$ cat config.mk
export PLATFORM = sky130hd
export DESIGN_NAME = sine_voice_scheduler
export DESIGN_NICKNAME = d
export VERILOG_FILES = /design/src/rtl/sine_voice_scheduler.sv
export SDC_FILE = /design/constraint.sdc
export NUM_CORES = 1
export LEC_CHECK = 0
export CELL_PAD_IN_SITES_DETAIL_PLACEMENT = 0
export CELL_PAD_IN_SITES_GLOBAL_PLACEMENT = 1
export CORE_MARGIN = 2
export CORE_UTILIZATION = 39
export DETAILED_ROUTE_END_ITERATION = 8
export GPL_TIMING_DRIVEN = 0
export PLACE_DENSITY = 0.82
export SETUP_SLACK_MARGIN = 0.02
export SYNTH_ARGS = -nofsm -noshare
export SYNTH_HDL_FRONTEND = slang
export SYNTH_SLANG_ARGS = --single-unit
$ cat constraint.sdc
create_clock -name clock -period 4.2 [get_ports clock]
set_input_delay 1.26 -clock clock [delete_from_list [all_inputs] [get_ports clock]]
set_output_delay 1.26 -clock clock [all_outputs]
set_load 0.02 [all_outputs]
$ cat src/rtl/sine_voice_scheduler.sv
// Round-robin sharing of one 256x16 synchronous sine ROM among NUM_VOICES DDS voices.
// Define SINE_SCHED_MIX_EN to build the per-sweep signed mix accumulator (mix_out/mix_valid).
module sine_voice_scheduler #(
    parameter int unsigned NUM_VOICES = 4,
    parameter int unsigned PHASE_W    = 24,
    parameter int unsigned IDX_W      = 2
) (
    input  logic                          clock,
    input  logic                          reset_n,
    input  logic                          sample_tick,
    input  logic [NUM_VOICES*PHASE_W-1:0] ftw,
    input  logic [NUM_VOICES-1:0]         voice_en,
    output logic [7:0]                    rom_addr,
    input  logic [15:0]                   rom_data,
    output logic [15:0]                   voice_sample,
    output logic [IDX_W-1:0]              voice_idx,
    output logic                          voice_valid,
    output logic [16+IDX_W-1:0]           mix_out,
    output logic                          mix_valid,
    output logic                          busy,
    output logic                          overrun
);
    localparam int unsigned MIX_W = 16 + IDX_W;
    localparam int unsigned LAST  = NUM_VOICES - 1;

    typedef enum logic [1:0] {IDLE, ISSUE, DRAIN} state_t;
    state_t state;

    logic [PHASE_W-1:0] phase [NUM_VOICES];
    logic [IDX_W-1:0]   issue_idx;

    // Tag pipeline: stage 1 aligns with rom_addr, stage 2 with the ROM's output register
    logic             p1_valid, p1_en, p1_last;
    logic [IDX_W-1:0] p1_idx;
    logic             p2_valid, p2_en, p2_last;
    logic [IDX_W-1:0] p2_idx;

    logic               issue_c;
    logic [IDX_W-1:0]   sel_c;
    logic [PHASE_W-1:0] sel_phase_c;
    logic [PHASE_W-1:0] sel_ftw_c;
    logic               sel_en_c;
    logic               sel_last_c;
    logic [15:0]        sample_c;
    logic               done_c;

`ifdef SINE_SCHED_MIX_EN
    logic [MIX_W-1:0] acc;
    logic             out_last;
`endif

    // Voice selected for issue this cycle and the sample derived from the ROM word
    always_comb begin
        issue_c     = (state == ISSUE) || ((state == IDLE) && sample_tick);
        sel_c       = (state == ISSUE) ? issue_idx : '0;
        sel_phase_c = phase[sel_c];
        sel_ftw_c   = ftw[32'(sel_c)*PHASE_W +: PHASE_W];
        sel_en_c    = voice_en[sel_c];
        sel_last_c  = (sel_c == IDX_W'(LAST));
        sample_c    = p2_en ? (rom_data ^ 16'h8000) : 16'h0000;
`ifdef SINE_SCHED_MIX_EN
        done_c      = out_last;
`else
        done_c      = p2_valid && p2_last;
`endif
    end

    // Phase accumulators; a disabled voice is parked at phase 0
    always_ff @(posedge clock or negedge reset_n) begin
        if (!reset_n) begin
            for (int k = 0; k < NUM_VOICES; k++) begin
                phase[k] <= '0;
            end
        end else if (issue_c) begin
            phase[sel_c] <= sel_en_c ? (sel_phase_c + sel_ftw_c) : '0;
        end
    end

    // Sweep sequencer, ROM address issue, sample delivery and mixing
    always_ff @(posedge clock or negedge reset_n) begin
        if (!reset_n) begin
            state        <= IDLE;
            issue_idx    <= '0;
            rom_addr     <= '0;
            p1_valid     <= 1'b0;
            p1_en        <= 1'b0;
            p1_last      <= 1'b0;
            p1_idx       <= '0;
            p2_valid     <= 1'b0;
            p2_en        <= 1'b0;
            p2_last      <= 1'b0;
            p2_idx       <= '0;
            voice_sample <= '0;
            voice_idx    <= '0;
            voice_valid  <= 1'b0;
            busy         <= 1'b0;
            overrun      <= 1'b0;
`ifdef SINE_SCHED_MIX_EN
            acc          <= '0;
            out_last     <= 1'b0;
            mix_out      <= '0;
            mix_valid    <= 1'b0;
`endif
        end else begin
            voice_valid <= 1'b0;
            overrun     <= 1'b0;
            p1_valid    <= 1'b0;
            p2_valid    <= p1_valid;
            p2_en       <= p1_en;
            p2_last     <= p1_last;
            p2_idx      <= p1_idx;
`ifdef SINE_SCHED_MIX_EN
            mix_valid   <= 1'b0;
            out_last    <= 1'b0;
`endif
            if (issue_c) begin
                rom_addr  <= sel_phase_c[PHASE_W-1 -: 8];
                issue_idx <= sel_c + IDX_W'(1);
                p1_valid  <= 1'b1;
                p1_en     <= sel_en_c;
                p1_last   <= sel_last_c;
                p1_idx    <= sel_c;
            end
            if (p2_valid) begin
                voice_valid  <= 1'b1;
                voice_idx    <= p2_idx;
                voice_sample <= sample_c;
`ifdef SINE_SCHED_MIX_EN
                acc      <= acc + {{IDX_W{sample_c[15]}}, sample_c};
                out_last <= p2_last;
`endif
            end
            case (state)
                IDLE: begin
                    if (sample_tick) begin
                        busy  <= 1'b1;
                        state <= sel_last_c ? DRAIN : ISSUE;
`ifdef SINE_SCHED_MIX_EN
                        acc   <= '0;
`endif
                    end
                end
                ISSUE: begin
                    overrun <= sample_tick;
                    if (sel_last_c) begin
                        state <= DRAIN;
                    end
                end
                DRAIN: begin
                    overrun <= sample_tick;
                    if (done_c) begin
                        busy  <= 1'b0;
                        state <= IDLE;
`ifdef SINE_SCHED_MIX_EN
                        mix_out   <= acc;
                        mix_valid <= 1'b1;
`endif
                    end
                end
                default: state <= IDLE;
            endcase
        end
    end

`ifndef SINE_SCHED_MIX_EN
    assign mix_out   = MIX_W'(0);
    assign mix_valid = 1'b0;
`endif

endmodule

==> out/results.ini <==
[floorplanning]
start_util = 0.3939
die_x_um = 149.0
rows = 53
io_pins = 167
core-area_um2 = 20820
die_area_um2 = 22210
fp.dieH_um = 149.0

[yosys]
synth_top_family_by_area = compound AO/OA/AOI/OAI gates
synth_cells = 974
synth_edf_count = 0
syn_avg_cell_area_um2 = 8.421
synth_commonest_cells = nand2_1, dfrtp_1, o21ai_0, clkbuf_1, nor2b_1
synth_adder_area_share = 0.04973
synth_xor_area_frac = 0.01922
async_flop_share = 1.000
yosys.cell_types.count = 52
synth_warnings = 0
synthSimpleGateAreaFrac = 0.2093
synth_compound_area_frac = 0.2186
ys_ff_latch = 139
synth_top_area_share = 0.4241
yosysSeqAreaShare = 0.4241
netlist_area_um2 = 8202
post-synth-top-area-cell = dfrtp_1
synthTopCellsByArea = dfrtp_1, nand2_1, o21ai_0
synth.area.mux_share = 0.02136
synth-main-ff-cell = dfrtp_1
yosysMostFrequentCell = nand2_1

[clock_network]
cts_root_buffer = clkbuf_16
worstSkewPairLatency_ns = 0.44
ctsLongestPathBuffers = 2
clock_sinks = 139
path_clk_slew_ns = 0.06
h-tree-depth = 4
cts_tree = done
holdBufCountCts = 0
cts_buffers = 17

[routing]
via_per_inst = 5.387
vias = 7816
firstDrtPassIters = 5
drtIter0Drc = 639
ant_nets = 0
drt_wl_total_mm = 26.83
drcViolationCount = 0
routedWlPerCell_um = 18.49

[status]
status = finished, final reports clean

[placed_design]
dp_cells = 1415
dpl.hpwl_mm = 19.18
place.gp.congestion = 0.9474
portBuffers = 147

[critical_path]
r2r-start = state[1]
endpoint_kind = flip-flop
crit_slowest_cell = fa_1
startpoint = state[1]
worstPathArrival_ns = 4.30
cp_data_required_time_ns = 4.50
path_class = flip-flop to flip-flop
path_max_fanout = 10
cp-start-kind = flip-flop
max_stage_delay_ns = 0.41
cpLargestDelayFamily = compound AO/OA/AOI/OAI gates
path_buf_inv = 4
worstPathCellList = inv_2 -> ha_4 -> and2_1 -> buf_2 -> clkbuf_4 -> buf_4 -> nand2_1 -> a31oi_2 -> ha_2 -> fa_1 -> a21o_1 -> a221oi_4 -> o211ai_1 -> a21oi_2 -> xor2_2 -> o21ai_1

[final_layout]
fin_util = 0.5260
nFillCells = 2058
post_route_cells_drive_above_1_share = 0.1063
fin_nets = 1314
instances_no_fill = 1451
num_antenna_cells = 0
area_growth_pct = 33.53

[timing]
worst_slew_pin_slew_ns = 0.9618
fmax_ghz = 0.2502
fin_hold_ws_ns = 0.3491
finalCritPeriodShare = 0.9516
hold_viol = 0
min_period_ns = 3.997
drv_slew = 0
skew_ns = 0.009365
slew_headroom = 0.3588
setup_viol = 0
rsz0062_at_grt = no

[pwr]
power_frac_comb = 0.595
clkPwrFrac = 0.177
pwr-share-seq = 0.228
p_switching_mw = 4.396
internal_power_mw = 4.619
peakVddDrop_mv = 0.3850
switching_share = 0.4876
leakage_nw = 4.792
p_total_mw = 9.015
powerDensity_nw_per_um2 = 823.1

[min_path]
hold_class = flip-flop to flip-flop
min_from = p1_valid

[flow_run]
cap_violations = 0

[grt]
first_global_vias = 7676
grt_overflow_total = 0
antenna_found_initial = 0
grt_max_degree = 92
grt_pass1_wl_mm = 42.65
grt_usage = 0.2497

[final cells by class]
type / count / area, um^2 / area share
Tap cell: 275 / 344.1 / 0.03142
Inverter: 29 / 118.9 / 0.01085
Clock buffer: 18 / 429.2 / 0.03919
Timing Repair Buffer: 154 / 1545 / 0.1411
Buffer: 72 / 397.9 / 0.03633
Multi-Input combinational cell: 750 / 4457 / 0.4069
Clock inverter: 14 / 181.4 / 0.01657
Sequential cell: 139 / 3478 / 0.3176
[timing repair]
action,CTS,global route
resized for setup,33,43
pin swaps,5,10
setup endpoints to repair,76,62
cloned,0,0
setup buffers,2,4
[logic make-up (layout without fill, tap and decap cells)]
| family | count (synthesis) | after routing |
|---|---|---|
| other | 1 | 19 |
| DFF | 139 | 139 |
| muxes | 17 | 17 |
| xor gates and xnor gates | 18 | 18 |
| adders and majority gates | 32 | 32 |
| buffers and inverters | 103 | 287 |
| AOI/OAI and AO/OA | 270 | 270 |
| and+or+nand+nor | 394 | 394 |
[state kept, by name, indices dropped and copies added, names as in the netlist, 2 cells and up]
| name | count |
|---|---|
| phase | 96 |
| p1_idx | 2 |
| state | 2 |
| issue_idx | 2 |
| rom_addr | 8 |
| voice_idx | 2 |
| voice_sample | 16 |
| p2_idx | 2 |
[cells in the final DEF, fill, tap and decap left out, types with 5 or more instances in the layout]
cell / instances
and3_1: 10
nor3_1: 5
a211oi_1: 39
o211ai_1: 5
a21oi_2: 5
clkdlybuf4s50_1: 146
ha_1: 27
mux2i_1: 13
o31ai_1: 17
a221o_1: 5
o21ai_0: 74
buf_4: 26
nand4_1: 7
clkbuf_1: 27
nor2_1: 24
clkbuf_2: 16
o21ai_1: 7
buf_2: 6
nand2_1: 270
inv_1: 25
nand3_1: 16
and2_1: 9
a21oi_1: 33
a31oi_1: 38
a22o_1: 12
conb_1: 19
dfrtp_1: 139
a21o_1: 6
clkbuf_16: 17
nor2b_1: 44
inv_6: 7
xor2_1: 10
[per-layer routing]
metal,track usage,vias to the layer above,part of all wire
li1,-,3744,-
met1,0.3454,3771,0.44
met2,0.3901,253,0.46
met3,0.06239,48,0.070
met4,0.07048,0,0.023
met5,0,-,0
[final timing paths]
| kind | depth (start not counted) | slack [ns] | to |
|---|---|---|---|
| max | 16 | 0.20 | phase[64] |
| min | 0 | 0.35 | p2_valid |
| max reg2reg | 16 | 0.20 | phase[64] |
| min reg2reg | 0 | 0.35 | p2_valid |
| max in group asynchronous | 2 | 2.61 | voice_sample[5] |
| min in group asynchronous | 1 | 0.75 | phase[79] |
[stage by stage]
| step | worst slack, ns | setup TNS [ns] | instance area [um^2] |
|---|---|---|---|
| after floorplan | 0.3836 | 0 | 8269 |
| after global placement | -3.847 | -580.13 | 10080 |
| after detailed placement | -1.104 | -47.98 | 10110 |
| after CTS | 0.006557 | 0 | 10850 |
| after global routing | 0.02493 | 0 | 10950 |
| final | 0.2032 | 0 | 10950 |
[power by group through the flow]
stage               Combinational [mW]  Sequential [mW]  Clock [mW]
global route                      5.87             2.12        1.67
detailed placement                4.99             2.07           0
global placement                  4.97             2.06           0
CTS                               5.15             2.05        1.61
floorplan                         3.31             2.13           0
finish                            5.36             2.06        1.59
Power figures use the tool's default switching activity.
